--- config.mk ---
export PLATFORM = sky130hd
export DESIGN_NAME = systolic_skew_feeder
export DESIGN_NICKNAME = d
export VERILOG_FILES = /design/src/rtl/systolic_skew_feeder_pkg.sv /design/src/rtl/systolic_skew_feeder_delay.sv /design/src/rtl/systolic_skew_feeder.sv
export SDC_FILE = /design/constraint.sdc
export NUM_CORES = 1
export LEC_CHECK = 0
export ABC_AREA = 1
export BUFFER_PORTS_ARGS = -buffer_cell sky130_fd_sc_hd__buf_2
export CAP_MARGIN = 10
export CELL_PAD_IN_SITES_DETAIL_PLACEMENT = 1
export CELL_PAD_IN_SITES_GLOBAL_PLACEMENT = 1
export CORE_MARGIN = 3
export CORE_UTILIZATION = 40
export DETAILED_ROUTE_END_ITERATION = 10
export GPL_TIMING_DRIVEN = 0
export PLACE_DENSITY = 0.76
export SETUP_SLACK_MARGIN = 0.5
export SYNTH_ARGS = -nofsm -noshare
export SYNTH_HDL_FRONTEND = slang
export SYNTH_HIERARCHICAL = 1
export SYNTH_SLANG_ARGS = --single-unit
--- constraint.sdc ---
create_clock -name clk -period 1.9 [get_ports clk]
set_clock_uncertainty 0.15 [all_clocks]
set_input_delay 0.475 -clock clk [delete_from_list [all_inputs] [get_ports clk]]
set_output_delay 0.475 -clock clk [all_outputs]
set_load 0.02 [all_outputs]
--- src/rtl/systolic_skew_feeder_pkg.sv ---
// Shared types and constants for the systolic skew feeder.
package systolic_skew_feeder_pkg;

    typedef enum logic [1:0] {
        ST_IDLE   = 2'd0,
        ST_STREAM = 2'd1,
        ST_FLUSH  = 2'd2
    } state_e;

    localparam int unsigned DEF_ARRAY_SIZE = 4;
    localparam int unsigned DEF_DATA_WIDTH = 4;

    // Width of a full lane vector (all lanes packed side by side).
    function automatic int unsigned lane_vec_w(input int unsigned lanes, input int unsigned width);
        return lanes * width;
    endfunction

endpackage

--- src/rtl/systolic_skew_feeder_delay.sv ---
// skew_delay_line: per-lane shift register of DEPTH stages; output is the last stage.
module skew_delay_line #(
    parameter int unsigned DATA_WIDTH = 4,
    parameter int unsigned DEPTH      = 1
) (
    input  logic                  clk,
    input  logic                  reset,
    input  logic [DATA_WIDTH-1:0] din,
    output logic [DATA_WIDTH-1:0] dout
);

    logic [DEPTH-1:0][DATA_WIDTH-1:0] sr_q;
    logic [DEPTH-1:0][DATA_WIDTH-1:0] sr_d;

    always_comb begin
        sr_d    = sr_q;
        sr_d[0] = din;
        for (int unsigned k = 1; k < DEPTH; k++) begin
            sr_d[k] = sr_q[k-1];
        end
    end

    always_ff @(posedge clk or negedge reset) begin
        if (!reset) begin
            sr_q <= '0;
        end else begin
            sr_q <= sr_d;
        end
    end

    assign dout = sr_q[DEPTH-1];

endmodule

--- src/rtl/systolic_skew_feeder.sv ---
// Diagonal-skew feeder for the systolic array: handshake in, lane i delayed i+1 cycles out.
// Optional beat counter output enabled by defining SKEW_BEAT_COUNT_EN.
module systolic_skew_feeder
    import systolic_skew_feeder_pkg::*;
#(
    parameter int unsigned ARRAY_SIZE   = DEF_ARRAY_SIZE,
    parameter int unsigned DATA_WIDTH   = DEF_DATA_WIDTH,
    parameter int unsigned FLUSH_CYCLES = 2 * ARRAY_SIZE - 1
) (
    input  logic                             clk,
    input  logic                             reset,
    input  logic                             start,
    input  logic                             in_valid,
    output logic                             in_ready,
    input  logic                             in_last,
    input  logic [ARRAY_SIZE*DATA_WIDTH-1:0] in_act,
    input  logic [ARRAY_SIZE*DATA_WIDTH-1:0] in_wgt,
    output logic [ARRAY_SIZE*DATA_WIDTH-1:0] activations,
    output logic [ARRAY_SIZE*DATA_WIDTH-1:0] weights,
    output logic                             load,
    output logic                             acc_clear,
    output logic                             busy,
    output logic                             done
`ifdef SKEW_BEAT_COUNT_EN
    ,
    output logic [15:0]                      beat_count
`endif
);

    localparam int unsigned VEC_W = lane_vec_w(ARRAY_SIZE, DATA_WIDTH);
    localparam int unsigned CNT_W = (FLUSH_CYCLES > 1) ? $clog2(FLUSH_CYCLES) : 1;

    state_e           state_q, state_d;
    logic [CNT_W-1:0] cnt_q, cnt_d;
    logic             in_ready_q, in_ready_d;
    logic             load_q, load_d;
    logic             acc_clear_q, acc_clear_d;
    logic             busy_q, busy_d;
    logic             done_q, done_d;
    logic             accept;
    logic [VEC_W-1:0] inj_act, inj_wgt;

    assign accept  = in_valid && in_ready_q;
    assign inj_act = accept ? in_act : '0;
    assign inj_wgt = accept ? in_wgt : '0;

    always_ff @(posedge clk or negedge reset) begin
        if (!reset) begin
            state_q     <= ST_IDLE;
            cnt_q       <= '0;
            in_ready_q  <= 1'b0;
            load_q      <= 1'b0;
            acc_clear_q <= 1'b0;
            busy_q      <= 1'b0;
            done_q      <= 1'b0;
        end else begin
            state_q     <= state_d;
            cnt_q       <= cnt_d;
            in_ready_q  <= in_ready_d;
            load_q      <= load_d;
            acc_clear_q <= acc_clear_d;
            busy_q      <= busy_d;
            done_q      <= done_d;
        end
    end

    always_comb begin
        state_d = state_q;
        cnt_d   = cnt_q;
        case (state_q)
            ST_IDLE: begin
                if (start) state_d = ST_STREAM;
            end
            ST_STREAM: begin
                if (accept && in_last) begin
                    state_d = ST_FLUSH;
                    cnt_d   = CNT_W'(FLUSH_CYCLES - 1);
                end
            end
            ST_FLUSH: begin
                if (cnt_q == '0) state_d = ST_IDLE;
                else             cnt_d   = cnt_q - 1'b1;
            end
            default: state_d = ST_IDLE;
        endcase
    end

    // Outputs are registered, so they are decoded from the upcoming state.
    always_comb begin
        in_ready_d  = (state_d == ST_STREAM);
        load_d      = (state_d != ST_IDLE);
        busy_d      = (state_d != ST_IDLE);
        acc_clear_d = (state_q == ST_IDLE) && start;
        done_d      = (state_d == ST_FLUSH) && (cnt_d == '0);
    end

    assign in_ready  = in_ready_q;
    assign load      = load_q;
    assign acc_clear = acc_clear_q;
    assign busy      = busy_q;
    assign done      = done_q;

    for (genvar i = 0; i < ARRAY_SIZE; i++) begin : g_lane
        skew_delay_line #(
            .DATA_WIDTH(DATA_WIDTH),
            .DEPTH     (i + 1)
        ) u_act (
            .clk  (clk),
            .reset(reset),
            .din  (inj_act[i*DATA_WIDTH +: DATA_WIDTH]),
            .dout (activations[i*DATA_WIDTH +: DATA_WIDTH])
        );

        skew_delay_line #(
            .DATA_WIDTH(DATA_WIDTH),
            .DEPTH     (i + 1)
        ) u_wgt (
            .clk  (clk),
            .reset(reset),
            .din  (inj_wgt[i*DATA_WIDTH +: DATA_WIDTH]),
            .dout (weights[i*DATA_WIDTH +: DATA_WIDTH])
        );
    end

`ifdef SKEW_BEAT_COUNT_EN
    logic [15:0] beat_cnt_q, beat_cnt_d;

    // Cleared on the same edge that raises acc_clear, so beats in that cycle still count.
    always_comb begin
        beat_cnt_d = beat_cnt_q;
        if (acc_clear_d)                            beat_cnt_d = '0;
        else if (accept && (beat_cnt_q != 16'hFFFF)) beat_cnt_d = beat_cnt_q + 16'd1;
    end

    always_ff @(posedge clk or negedge reset) begin
        if (!reset) beat_cnt_q <= '0;
        else        beat_cnt_q <= beat_cnt_d;
    end

    assign beat_count = beat_cnt_q;
`endif

endmodule

# Word-level counts from Yosys, hierarchy flattened
# Index checks and enable logic that the tools add are counted.
# totals
regBits	89
input_bits	37
output_inout_bits	37
wordCells	48
# classes
n_eq_ne	4
n_mux	9
reduce_logical	8
addsub	1
# op_table
operator	n
$mux W16	2
$logic_not A3 Y1	2
$mux W2	3
$mux W3	2
$pmux W2 S3	1
$pmux W3 S2	1
$eq A2 B1 Y1 const B	2
$eq A2 B2 Y1 const B	2
$logic_and A1 B1 Y1	4
$sub A3 B1 Y3 const B	1
$logic_not A2 Y1	1
$reduce_bool A2 Y1	1

# Logic depth before layout (Yosys ltp)
# Gate-level depths: netlist (run 1).
# depth
depth_word	6
mapped_depth	10
depth_no_buf	10

# Cells and area by module
# The synthesis (run 1) kept the hierarchy.
# by_module_without_submodules
mod	area_per_inst_um2	instances	seq_area_each_um2	cells_each
systolic_skew_feeder	817.0	1	225.2	138
skew_delay_line at g_lane[3].u_act ...	400.4	2	400.4	16
skew_delay_line at g_lane[2].u_act ...	300.3	2	300.3	12
skew_delay_line at g_lane[1].u_act ...	200.2	2	200.2	8
skew_delay_line at g_lane[0].u_act ...	100.1	2	100.1	4

# Least setup slack after synthesis (run 1)
# OpenSTA, ideal clock, no wires.
# synth_path
kind	register -> register
from	register state_q[1]
to	register done_q (netlist: done)
path_stages_with_launch	11
setup_ns	0.069
synth_period_minus_slack_ns	1.497
t_arrival_ns	1.278
path_slack_ns	0.403
path_buffers	0
path_cell_list	dfrtp_1 > inv_1 > ha_1 > inv_2 > nor2_2 > nand2_1 > nand2_1 > nand2_1 > nor2_2 > nand2_1 > nor2_2
# synth_via
elab_chain_cells	4
# synth_rtl
element	line_no	rtl
start: declaration	systolic_skew_feeder.sv:33	state_e state_q, state_d;
start signal: assignment	systolic_skew_feeder.sv:57	state_q <= state_d;
$eq A2 B2 Y1 (tied with other cells)	systolic_skew_feeder.sv:70	case (state_q)
$pmux W2 S3 / $pmux W3 S2 (equally long branches)	systolic_skew_feeder.sv:70	
$eq A2 B2 Y1 / $logic_not A3 Y1 (equally long branches)	systolic_skew_feeder.sv:94	done_d = (state_d == ST_FLUSH) && (cnt_d == '0);
$logic_and A1 B1 Y1 (*)	systolic_skew_feeder.sv:94	
net done_d	systolic_skew_feeder.sv:39	logic done_q, done_d;
end signal: assignment	systolic_skew_feeder.sv:63	done_q <= done_d;
end: declaration	systolic_skew_feeder.sv:39	
# The timed path passes the listed nets; every way through them passes the cells marked *.

==> results_dict.tcl, run 1 <==
set metrics [dict create \
    hold_viol_final 42 \
    cpMaxStageDelayCell "dfrtp_1" \
    clock-sinks 89 \
    nFillCells 670 \
    layout_commonest_cell "dfrtp_1" \
    antenna_found_initial 0 \
    clk_pin_slew_ps 90 \
    dieArea_um2 8091 \
    synth_area_um2 2819 \
    grt_first_pass_wirelength_um 9839 \
    first_pass_iters 4 \
    wirelength_um 5792 \
    grt_max_degree 48 \
    synth_seq_area_share_pct 79.01 \
    numCtsBuffers 9 \
    ys_seq_elements 89 \
    period_needed_ps 1610 \
    drive_above_1_share_pct 42.36 \
    syn_to_final_growth_pct 40.92 \
    p_total_mw 5.294 \
    route.detailed.drc 0 \
    ant_nets 0 \
    fp.coreArea_um2 6604 \
    synth_area_leaders "dfrtp_1, inv_1, nor2_1, ha_1, nand2_1" \
    vias 1743 \
    rsz0062_at_grt "true" \
    cap_violations 0 \
    cellPowerDensity_nw_per_um2 1333 \
    synth_cell_types 19 \
    finish.utilization_pct 60.16 \
    end_kind "output port" \
    synth_area_leader_cell "dfrtp_1" \
    stdcell_area_um2 3973 \
    violations "hold timing" \
    multiInputGateArea_um2 525.5 \
    ios 74 \
    worstPathCellList "buf_6 > buf_6" \
    seq_area_um2 2227 \
    crit_family "flip-flops" \
    synth.avg_cell_area_um2 12.93 \
    crit_path_max_incr_delay_ps 410 \
    htreeDepth 3 \
    hp-class "input port to asynchronous set/reset pin" \
    synth_cells 218 \
    io_buffers 73 \
    row_count 29 \
    start_util_pct 42.69 \
    setup_violations 0 \
    grt_pass1_vias 2021 \
    die_h_um 89.95 \
    max-clock-path-buffers 2 \
    place_area_um2 3343 \
    grt.total_usage_pct 15.90 \
    final_cell_mix "dfrtp_1, buf_6, inv_1" \
    finalCritPeriodShare_pct 84.75 \
    hpwl_um 3814 \
    slew_viol_final 0 \
    overflow 0 \
    holdWs_ps -46.61 \
    drtIter0Drc 44 \
    diodes 0 \
    wl_per_cell_um 14.23 \
    yosysWarnings 6 \
    cp.arrival_ps 990 \
    slew_headroom_pct 63.17 \
    worst-path-buf-inv 2 \
    outcome "complete, but fails checks" \
    fin_cells 407 \
    synth_top_cell_area_share_pct 79.01 \
    timing.rr.start "state_q[0]" \
    clk_latency_ps 350 \
    place_inst 385 \
    fin_nets 353 \
    max_slew.worst_pin.slew_ps 552.4 \
    fmax_ghz 0.6210 \
    syn_nets 261 \
    worst_ep_required_time_ps 1270 \
    p_leak_nw 2.206 \
    peakVddDrop_mv 0.6499 \
    crit_start "busy" \
    start_kind "flip-flop" \
    gp_congestion 0.7682 \
    cts_tree "built" \
    viasPerCell 4.283 \
    worstPathMaxFanout 2 \
    cts_root_buffer "clkbuf_8" \
    crit_top_cell "buf_6" \
    critical_path_class "flip-flop to output port" \
    dieWidth_um 89.95 \
]
## layout make-up
cell class / instances / area share (%)
well taps: 93 / 2.929
inverters: 47 / 4.567
clock buffers: 10 / 3.213
repair buffers: 81 / 17.29
flip-flops and latches: 89 / 56.06
multi-input cells: 78 / 13.23
clock inverters: 5 / 2.047
plain buffers: 4 / 0.6614
## metrics by stage
| step | setup TNS [ps] | setup slack, ps |
|---|---|---|
| 5_1_grt | 0 | 226.3 |
| 2_1_floorplan | 0 | 461.7 |
| 3_3_place_gp | -43200 | -489.0 |
| 6_report | 0 | 289.8 |
| 4_1_cts | 0 | 288.4 |
| 3_5_place_dp | 0 | 242.7 |
## timing repair
item	CTS	global route
hold endpoints to repair	42	37
pin swaps	10	7
buffers inserted	5	2
gates resized for setup	93	20
endpoints found under the setup margin	48	55
## logic make-up (layout without fill, tap and decap cells)
logic type | after synthesis | count (layout) | synth area share (%)
AOI/OAI and AO/OA | 5 | 5 | 1.021
adders and majority gates | 6 | 6 | 2.663
buffers and inverters | 51 | 147 | 6.924
DFF | 89 | 89 | 79.01
and+or+nand+nor | 67 | 67 | 10.39
## synthesized netlist by cell type (all sizes together)
cell type	count
nand2	19
ha	6
nand3	5
inv	47
buf	1
nand3b	1
nor3	1
a21oi	4
dfrtp	89
clkbuf	3
nand4	1
o21ai	1
nor2	40
## registers in the layout (all words and copies together), names as in the netlist
name	flops
cnt_q	3
g_lane.u_wgt/sr_d	24
acc_clear	1
g_lane.u_wgt/dout	16
done	1
g_lane.u_act/dout	16
busy	1
g_lane.u_act/sr_d	24
state_q	2
in_ready	1
## routing by layer
| metal | global-route usage (%) | wire, um | vias up | part of all wire [%] |
|---|---|---|---|---|
| li1 | - | - | 807 | - |
| met1 | 16.38 | 2010 | 869 | 35 |
| met2 | 29.57 | 3357 | 58 | 58 |
| met3 | 5.927 | 311 | 9 | 5.4 |
| met4 | 5.357 | 112 | 0 | 1.9 |
| met5 | 0 | 0 | - | 0 |
## power breakdown
part           total [mW]  switching, mW  internal [mW]
logic                1.59          0.871          0.724
clock network        1.35          0.617          0.734
registers            2.35          0.149           2.20
total                5.29           1.64           3.66
## final timing paths
kind	to	slack (ps)	cells past startpoint
max in group asynchronous	g_lane[2].u_act/dout[3]	1040	2
setup / recovery	load	290	2
min in group clk	g_lane[2].u_wgt/sr_d[6]	180	3
hold / removal	g_lane[2].u_wgt/dout[1]	-50	1
setup reg to reg	done	300	7
hold reg to reg	g_lane[3].u_wgt/dout[2]	190	0
No activity file was read; power rests on OpenSTA's default activity.
==> run 2, diff against run 1 <==
==> constraint.sdc (replaced) <==
create_clock -name clk -period 1.5 [get_ports clk]
set_clock_uncertainty 0.15 [all_clocks]
set_input_delay 0.375 -clock clk [delete_from_list [all_inputs] [get_ports clk]]
set_output_delay 0.375 -clock clk [all_outputs]
set_load 0.02 [all_outputs]
==> results_dict.tcl, run 2 (synthesis results as in run 1) <==
set metrics [dict create \
    cts_root_buffer "clkbuf_8" \
    switching_share_pct 33.26 \
    reg2reg_slack_ps -100 \
    finalCritPeriodShare_pct 106.9 \
    wl_per_cell_um 14.83 \
    period_needed_ps 1603 \
    clk_pin_slew_ps 90 \
    antenna_found_initial 0 \
    ant_nets 0 \
    overflow 0 \
    p_leak_nw 2.220 \
    final_cell_mix "dfrtp_1, inv_1, buf_6" \
    dieArea_um2 8091 \
    viasPerCell 4.369 \
    critical_path_class "flip-flop to flip-flop" \
    drtIter0Drc 40 \
    power_frac_comb_pct 33.2 \
    p_total_mw 6.596 \
    syn_to_final_growth_pct 48.47 \
    hp-class "input port to asynchronous set/reset pin" \
    holdWs_ps -261.2 \
    switchingPower_mw 2.194 \
    finish.utilization_pct 63.38 \
    slew_headroom_pct 77.08 \
    fp.coreArea_um2 6604 \
    hpwl_um 3595 \
    htreeDepth 3 \
    grt_first_pass_wirelength_um 9936 \
    die_h_um 89.95 \
    worst_ep_required_time_ps 1630 \
    r2r_cells 8 \
    diodes 0 \
    end_kind "flip-flop" \
    place_inst 385 \
    max_slew.worst_pin.slew_ps 343.7 \
    numCtsBuffers 9 \
    start_util_pct 42.69 \
    p_seq_share_pct 45.0 \
    hold_viol_final 16 \
    cellPowerDensity_nw_per_um2 1576 \
    worstPathMaxFanout 4 \
    nFillCells 647 \
    vias 1787 \
    cap_violations 0 \
    timing.rr.start "state_q[1]" \
    seq_area_um2 2230 \
    outcome "complete, but fails checks" \
    grt_max_degree 74 \
    stdcell_area_um2 4185 \
    clk_latency_ps 350 \
    fin_nets 354 \
    fmax_ghz 0.6237 \
    layout_commonest_cell "dfrtp_1" \
    gp_congestion 0.7030 \
    row_count 29 \
    p_int_mw 4.402 \
    peakVddDrop_mv 0.8854 \
    wirelength_um 6066 \
    rsz0062_at_grt "true" \
    slew_viol_final 0 \
    dieWidth_um 89.95 \
    ios 74 \
    grt_pass1_vias 1981 \
    clock_power_share_pct 21.8 \
    io_buffers 73 \
    fin_ws_ps -103.4 \
    cp.arrival_ps 1730 \
    rr_endpoint "done" \
    setup_violations 5 \
    place_area_um2 3387 \
    grt.total_usage_pct 15.84 \
    finalSetupTns_ps -206.6 \
    first_pass_iters 4 \
    clock-sinks 89 \
    drive_above_1_share_pct 49.37 \
    dp_worst_setup_slack_ps -101.1 \
    route.detailed.drc 0 \
    cts_tree "built" \
    start_kind "flip-flop" \
    fin_cells 409 \
    max-clock-path-buffers 2 \
    violations "hold timing, setup timing" \
    multiInputGateArea_um2 675.6 \
]
## run 2: how the worst max path moves through the flow
stage               slack [ps]  depth (start not counted)        to  startpoint
floorplan                   60                         10      done  state_q[1]
global placement          -960                          1  in_ready       reset
detailed placement        -100                          8      done  state_q[0]
CTS                        -60                         10      done  state_q[0]
global route              -190                         10      done  state_q[0]
finish                    -100                          8      done  state_q[1]
## run 2: cell type report
| cell class | instances | area share [%] |
|---|---|---|
| inverters | 47 | 4.275 |
| clock buffers | 11 | 3.139 |
| multi-input cells | 78 | 16.14 |
| clock inverters | 5 | 0.9567 |
| plain buffers | 4 | 2.063 |
| repair buffers | 82 | 17.37 |
| well taps | 93 | 2.780 |
| flip-flops and latches | 89 | 53.27 |
## run 2: layer usage
layer / up-vias / part of all wire [%] / GRT usage, %
li1: 811 / - / -
met4: 0 / 0.94 / 4.209
met1: 915 / 39 / 18.83
met2: 55 / 55 / 27.51
met3: 6 / 5.4 / 5.509
met5: - / 0 / 0
## run 2: power groups by stage
stage                     clock network [mW]  logic (mW)  registers (mW)
final                                   1.43        2.19            2.97
after detailed placement                   0        1.41            2.99
after global routing                    1.61        2.35            3.02
after CTS                               1.50        2.04            2.97
after global placement                     0        1.36            2.95
after floorplan                            0       0.733            3.16
## run 2: repair_timing
action / 4_1_cts / 5_1_grt
buffers inserted: 4 / 1
setup endpoints to repair: 73 / 78
resized for setup: 127 / 27
pin swaps: 8 / 5
hold endpoints to repair: 16 / 16
cloned: 3 / 0
## run 2: worst max-delay path, stage by stage, from the launching register on
cell	delay, ps
dfrtp_1	400
inv_2	70
ha_4	300
inv_4	50
nor2_4	90
nand2_1	80
a21oi_2	190
nand3_2	90
nor2_2	110
